$ cat config.mk
export PLATFORM = sky130hd
export DESIGN_NAME = prio_enc_serial
export DESIGN_NICKNAME = d
export VERILOG_FILES = /design/src/rtl/prio_enc_pkg.sv /design/src/rtl/prio_enc_comb.sv /design/src/rtl/prio_enc_serial.sv
export SDC_FILE = /design/constraint.sdc
export NUM_CORES = 1
export LEC_CHECK = 0
export ABC_AREA = 1
export BUFFER_PORTS_ARGS = -buffer_cell sky130_fd_sc_hd__clkbuf_2
export CAP_MARGIN = 0
export CORE_MARGIN = 10
export CORE_UTILIZATION = 40
export DETAILED_ROUTE_END_ITERATION = 10
export PLACE_DENSITY_LB_ADDON = 0.12
export RECOVER_POWER = 50
export SLEW_MARGIN = 20
export SYNTH_ARGS = -nofsm -noshare
export SYNTH_HDL_FRONTEND = slang
export SYNTH_SLANG_ARGS = --single-unit
$ cat constraint.sdc
create_clock -name clk -period 2.2 [get_ports clk]
set_input_delay 0.33 -clock clk [delete_from_list [all_inputs] [get_ports clk]]
set_output_delay 0.33 -clock clk [all_outputs]
set_load 0.02 [all_outputs]
$ cat src/rtl/prio_enc_pkg.sv
// Shared definitions for the serial priority encoder.
//   state_t   : controller state encoding (IDLE, SCAN)
//   clog2     : ceiling log2, usable in constant expressions
//   idx_width : index width for a given request width, never below 1
package prio_enc_pkg;

  typedef enum logic {
    IDLE = 1'b0,
    SCAN = 1'b1
  } state_t;

  function automatic int clog2(input int value);
    int r;
    r = 0;
    for (int v = value - 1; v > 0; v = v >> 1) begin
      r++;
    end
    return r;
  endfunction

  function automatic int idx_width(input int width);
    return (clog2(width) < 1) ? 1 : clog2(width);
  endfunction

endpackage : prio_enc_pkg

$ cat src/rtl/prio_enc_comb.sv
// Purely combinational priority encoder over a WIDTH-bit vector.
// Ports:
//   vec         in  WIDTH  vector to encode
//   idx         out IDX_W  index of the winning set bit (0 when vec is zero)
//   found       out 1      at least one bit of vec is set
//   at_most_one out 1      vec has zero or one bit set
// MSB_FIRST=1 picks the highest set bit, MSB_FIRST=0 the lowest.
module prio_enc_comb
  import prio_enc_pkg::*;
#(
  parameter int WIDTH     = 8,
  parameter bit MSB_FIRST = 1'b1,
  localparam int IDX_W    = idx_width(WIDTH)
) (
  input  logic [WIDTH-1:0] vec,
  output logic [IDX_W-1:0] idx,
  output logic             found,
  output logic             at_most_one
);

  // The scan direction is chosen so that the winning bit is the one visited
  // last; later assignments override earlier ones.
  always_comb begin
    // NOTE: every variable written here gets a default first, so no path
    // leaves it unassigned and no latch is inferred.
    idx = '0;
    if (MSB_FIRST) begin
      for (int i = 0; i < WIDTH; i++) begin
        if (vec[i]) idx = IDX_W'(i);
      end
    end else begin
      for (int i = WIDTH - 1; i >= 0; i--) begin
        if (vec[i]) idx = IDX_W'(i);
      end
    end
  end

  assign found = |vec;

  // Clearing the lowest set bit leaves zero exactly when popcount <= 1.
  assign at_most_one = ((vec & (vec - WIDTH'(1))) == '0);

endmodule : prio_enc_comb

$ cat src/rtl/prio_enc_serial.sv
// Serial priority encoder: accepts a WIDTH-bit request vector over a
// valid/ready handshake and emits the index of every set bit, one beat per
// handshake, in priority order. An all-zero vector yields a single beat with
// out_none set.
// Ports:
//   clk        in   rising-edge clock
//   rst        in   synchronous, active-high reset
//   in_vec     in   request vector, sampled on input handshake
//   in_valid   in   in_vec is valid
//   in_ready   out  block can accept a vector this cycle
//   out_idx    out  index of the current set bit
//   out_valid  out  out_idx/out_last/out_none are valid
//   out_ready  in   downstream accepts the current beat
//   out_last   out  current beat is the final one for this vector
//   out_none   out  accepted vector was all-zero
module prio_enc_serial
  import prio_enc_pkg::*;
#(
  parameter int WIDTH     = 8,
  parameter bit MSB_FIRST = 1'b1,
  localparam int IDX_W    = idx_width(WIDTH)
) (
  input  logic             clk,
  input  logic             rst,
  input  logic [WIDTH-1:0] in_vec,
  input  logic             in_valid,
  output logic             in_ready,
  output logic [IDX_W-1:0] out_idx,
  output logic             out_valid,
  input  logic             out_ready,
  output logic             out_last,
  output logic             out_none
);

  state_t           state, state_n;
  logic [WIDTH-1:0] pending, pending_n;
  logic             zero_flag, zero_flag_n;

  logic [IDX_W-1:0] enc_idx;
  logic             enc_found;
  logic             enc_one;

  logic             in_fire;
  logic             out_fire;

  prio_enc_comb #(
    .WIDTH    (WIDTH),
    .MSB_FIRST(MSB_FIRST)
  ) u_enc (
    .vec        (pending),
    .idx        (enc_idx),
    .found      (enc_found),
    .at_most_one(enc_one)
  );

  // Outputs come from registered state only; in_vec feeds next-state logic
  // and nothing else. Gating with the state keeps them at zero in IDLE.
  assign out_valid = (state == SCAN);
  assign out_idx   = (out_valid && enc_found) ? enc_idx : '0;
  assign out_last  = out_valid && enc_one;
  assign out_none  = out_valid && zero_flag;

  // A new vector may enter while the final beat of the current one is being
  // taken, so one-hot streams run at one vector per cycle.
  assign in_ready = !rst && ((state == IDLE) || (out_last && out_ready));
  assign in_fire  = in_valid && in_ready;
  assign out_fire = out_valid && out_ready;

  always_comb begin
    state_n     = state;
    pending_n   = pending;
    zero_flag_n = zero_flag;
    unique case (state)
      IDLE: begin
        if (in_fire) begin
          pending_n   = in_vec;
          zero_flag_n = (in_vec == '0);
          state_n     = SCAN;
        end
      end
      SCAN: begin
        if (out_fire) begin
          pending_n = pending & ~(WIDTH'(1) << out_idx);
          if (out_last) begin
            if (in_fire) begin
              pending_n   = in_vec;
              zero_flag_n = (in_vec == '0);
            end else begin
              state_n = IDLE;
            end
          end
        end
      end
      default: state_n = IDLE;
    endcase
  end

  always_ff @(posedge clk) begin
    // NOTE: sequential state uses non-blocking assignments so every register
    // samples its pre-edge inputs regardless of statement order.
    if (rst) begin
      // NOTE: pending is a plain register, not a memory, so it is cleared on
      // reset; a stale vector must never survive into the next IDLE.
      state     <= IDLE;
      pending   <= '0;
      zero_flag <= 1'b0;
    end else begin
      state     <= state_n;
      pending   <= pending_n;
      zero_flag <= zero_flag_n;
    end
  end

endmodule : prio_enc_serial
Word level (Yosys, flattened, before mapping)

Cells that the tools add are included.

Reductions and logical operators: 14
Equal/unequal tests: 3
$add $sub $neg: 1
Bitwise operators: 4
Shift operators: 1
Mux-type cells: 21

Operator list:

| kind                                                                | number |
|---|---|
| 8-bit two-way mux                                                   | 4 |
| 8-bit bitwise AND                                                   | 2 |
| 8-bit logical NOT                                                   | 2 |
| 8-bit case mux with 2 select lines                                  | 1 |
| 3-bit two-way mux                                                   | 5 |
| 8-bit NOT                                                           | 1 |
| 8-bit OR reduction                                                  | 1 |
| 1-bit by 3-bit << shifter with 8-bit output (first input constant)  | 1 |
| 8-bit by 1-bit subtractor with 8-bit output (second input constant) | 1 |
| 1-bit logical AND                                                   | 7 |
| 1-bit two-way mux                                                   | 7 |
| 2-bit two-way mux                                                   | 2 |
| 2-bit != test (second input constant)                               | 2 |
| 1-bit case mux with 2 select lines                                  | 2 |
| 2-bit AND reduction                                                 | 2 |
| 2-bit by 1-bit != test with 1-bit output (second input constant)    | 1 |
| 1-bit logical NOT                                                   | 1 |
| 1-bit logical OR                                                    | 1 |
| 1-bit NOT                                                           | 1 |

Logic and storage cells: 47
Output and inout bits: 7
Input bits: 12
Flip-flop bits (word level): 10

Logic depth before layout (Yosys ltp)

Depth after elaboration: 15
Gate-level depth with buffers: 11

Hierarchy

A second synthesis with hierarchy kept.

Cells, all modules: 133
Area total of the unflattened synthesis: 779.5 sq um

By module, submodules not included:

| module          | times used | cells each | area an instance (sq um) |
|---|---|---|---|
| prio_enc_serial | 1          | 96         | 628.1 |
| prio_enc_comb   | 1          | 37         | 151.4 |

Worst setup path after synthesis

Ideal clock, no wire load.

Path type: register to register
From: reg state (netlist: out_valid)
To: reg pending[3]
Stages on the path, launching flop included: 10
Library setup time: 0.114 ns
Period minus slack after synthesis: 1.535 ns
Data arrival time: 1.420 ns
Setup slack: 0.665 ns
Path through: dfxtp_1 > inv_1 > nor2_1 > nand2_2 > inv_1 > nand4_1 > nand2_1 > nand2_1 > inv_1 > nor2_1

Cells in the longest elaborated chain, start to end: 9

Ends and longest elaborated chain:

| what                                            | RTL line               | text |
|---|---|---|
| start: declaration                              | prio_enc_serial.sv:35  | `state_t state, state_n;` |
| start signal: assignment                        | prio_enc_serial.sv:108 | `state <= state_n;` |
| 1-bit logical AND (*)                           | prio_enc_serial.sv:59  | `assign out_idx = (out_valid && enc_found) ? enc_idx : '0;` |
| 3-bit two-way mux (*)                           | prio_enc_serial.sv:59  |  |
| named net out_idx[1]                            | prio_enc_serial.sv:28  | `output logic [IDX_W-1:0] out_idx,` |
| 1-bit by 3-bit << shifter with 8-bit output (*) | prio_enc_serial.sv:83  | `pending_n = pending & ~(WIDTH'(1) << out_idx);` |
| 8-bit NOT (*)                                   | prio_enc_serial.sv:83  |  |
| 8-bit bitwise AND (*)                           | prio_enc_serial.sv:83  |  |
| 8-bit two-way mux                               | prio_enc_serial.sv:85  | `if (in_fire) begin` |
| 8-bit two-way mux (*)                           | prio_enc_serial.sv:84  | `if (out_last) begin` |
| 8-bit two-way mux (*)                           | prio_enc_serial.sv:82  | `if (out_fire) begin` |
| 8-bit case mux with 2 select lines (*)          | prio_enc_serial.sv:73  | `unique case (state)` |
| end signal: assignment                          | prio_enc_serial.sv:109 | `pending <= pending_n;` |
| end: declaration                                | prio_enc_serial.sv:36  | `logic [WIDTH-1:0] pending, pending_n;` |

Mark *: on every way through the listed nets, which the timed path passes. The rest lies on a longest branch. The select of a mux whose other input is x is not followed.
A chain may end at the register's enable or synchronous reset.

Worst setup path in the final report

From: reg pending[1]
To: out in_ready

Cells in the longest elaborated chain, start to end: 7

Ends and longest elaborated chain:

| what                                        | RTL line              | text |
|---|---|---|
| 8-bit by 1-bit subtractor with 8-bit output | prio_enc_comb.sv:41   | `assign at_most_one = ((vec & (vec - WIDTH'(1))) == '0);` |
| 8-bit bitwise AND (*)                       | prio_enc_comb.sv:41   |  |
| 8-bit logical NOT (*)                       | prio_enc_comb.sv:41   |  |
| 1-bit logical AND (*)                       | prio_enc_serial.sv:60 | `assign out_last = out_valid && enc_one;` |
| 1-bit logical AND (*)                       | prio_enc_serial.sv:65 | `assign in_ready = !rst && ((state == IDLE) \|\| (out_last && out_ready));` |
| 1-bit logical OR (*)                        | prio_enc_serial.sv:65 |  |
| 1-bit logical AND (*)                       | prio_enc_serial.sv:65 |  |
| end: declaration                            | prio_enc_serial.sv:27 | `output logic in_ready,` |

Every way passes the cells marked *; elsewhere a longest branch is shown, timed or not.

==> impl_results.md <==
- Syn avg cell area: about 6.4 um^2
- Layout cells sized above 1: a little over a fifth
- RSZ-0062 raised after global routing: no
- Worst path required time: ~1.9 ns
- Placeable core area: 1730 um^2
- Most frequent cells in the layout: nand2_1 (26), inv_1 (18), clkbuf_2 (16), nand3_1 (15), dfxtp_1 (10)
- Hold Worst Slack: around 0.32 ns
- # port buffers: 18
- CTS Root Cell: clkbuf_4
- Worst Slack Setup Final: approximately 0.24 ns
- Site Rows: 15
- Worst Hold Class: in -> reg
- Critical Path Sink Type: output port
- Final WL: around 1900 um
- Final std cells w/o fill: around 160
- Syn. warnings: 0
- Synth top area share: 27.4%
- Main area contributors after synthesis: dfxtp_1 (27%), nand2_1 (13%), nand3_1 (10%), inv_1 (9.3%), a21oi_1 (6.2%)
- Setup Crit Path Kind: reg -> out
- Total power: about 0.51 mW
- CTS buffer count: 3
- CTS tree: yes
- # diodes: 0
- Synthesized flop and latch total: 10
- Final HPWL DP: ~1600 um
- Initial antenna violation count: 0
- DRT antenna net count: 0
- Total number of H-tree levels: 1
- Status: completed
- Max Root-Sink Buffers: 2
- Final hold vios: 0
- # Max-Cap Violations: 0
- Hold buffers post-CTS: 0
- Rel. slew slack: 67.7%
- CP arrival: ~1.6 ns
- Most common cell after layout, fill and taps aside: nand2_1
- Place WS: roughly 0.56 ns
- Iter 0 DRT Violations: 15
- Design area: approximately 860 um^2
- Fin Clk Skew: ~0.0066 ns
- Synth unique cells: 20
- # setup viols final: 0
- Die area: 3930 um^2
- I/O Pins: 19
- Total number of vias: 797
- Post-CTS sizing: 0
- CTS clock-pin slew for the worst setup and hold paths: around 0.070 ns
- Peak supply drop: approximately 0.38 mV
- Worst Setup Start Kind: flop
- Die height: 62.7 um
- Syn-to-layout area delta: 18.0%
- WL per Instance: 11.8 um
- Pwr dens: ~600 nW/um^2
- Placed cells: 155
- Number of global-route vias before repair: about 760
- Dpl cell area: between 800 and 900 um^2
- Synthesized netlist cell count: about 110
- Drt drc: 0
- Utilization after layout: approximately 50%
- Final period utilization: roughly nine tenths
- Chip Width: 62.7 um
- Clock Latency Late Sink: ~0.26 ns
- Biggest area consumer among synthesized cells: dfxtp_1
- Final Max Tran Viols: 0
- TritonRoute pass-1 iters: 4
- Largest net degree at the start of global routing: 11
- Critical Path Fanout Max: 8
- P_leak: ~0.43 nW
- FMAX: between 500 and 600 MHz
- Final nets: approximately 150
- Synth Cell Area: between 700 and 800 um^2
- Worst Tran Pin Value: a little under 0.5 ns
- Vias per inst: 5.01
- Tmin final: 1.96 ns
- Sequential fraction of the synthesis area: about 27%
- Final TNS setup: 0 ns
- Net Count, Synth: approximately 130
- Total setup buffers inserted after CTS: 0
- First-pass GRT wire length: 3240 um
- Clock sink count: 10
- GRT Util Overall: under 10%
- GP Congestion: ~0.88
- Grt total ovfl: 0
- Initial core utilization: 42.2%
## cell usage after synthesis, drive strengths merged
| cell type | n |
|---|---|
| nor4 | 2 |
| nand4 | 8 |
| or2 | 1 |
| nand3 | 16 |
| inv | 18 |
| nor2 | 11 |
| buf | 2 |
| a21oi | 9 |
| dfxtp | 10 |
| o21ai | 8 |
| nand2 | 29 |
## worst paths after layout
path,from,to,slack [ns],cells after the start
worst max-delay path,pending[1],in_ready,0.24,8
worst min-delay path,in_vec[0],pending[0],0.32,3
worst max register to register,pending[1],pending[3],0.47,8
worst min register to register,zero_flag,zero_flag,0.47,2
## report_power, final
part | switching (mW) | internal [mW] | total [mW]
Combinational | 0.0939 | 0.0459 | 0.140
Clock | 0.0631 | 0.100 | 0.163
Sequential | 0.0125 | 0.190 | 0.203
## cells by family after synthesis
logic type	count (synthesis)	share of synthesized area, %
simple gates	67	48.5
buf+inv	20	11.3
compound gates	17	12.7
flops	10	27.4
## per-layer routing
metal	GRT usage, %	routed length (um)	part of all wire [%]
met1	11.6	883	47
met2	15.5	859	46
met3	3.05	118	6.3
met4	5.03	23	1.2
met5	0	0	0
## registers in the layout, indices dropped and copies added (netlist names)
register / flops
out_valid: 1
pending: 8
zero_flag: 1
## area by class of cell
cell class / instances / area, um^2
Multi-Input combinational cell: 84 / 438
Tap cell: 25 / 31.3
Fill cell: 184 / 866
Sequential cell: 10 / 200
Inverter: 18 / 67.6
Timing Repair Buffer: 18 / 87.6
Clock buffer: 4 / 36.3
## critical path: stages, from the launching register on
cell and delay, ns:
dfxtp_1 0.34, nor2_1 0.18, nand2_1 0.13, o21ai_2 0.14
nand3_2 0.11, nand2_4 0.08, nand2_4 0.06, nor2_8 0.12
clkbuf_2 0.19
(Power assumes the default switching activity.)
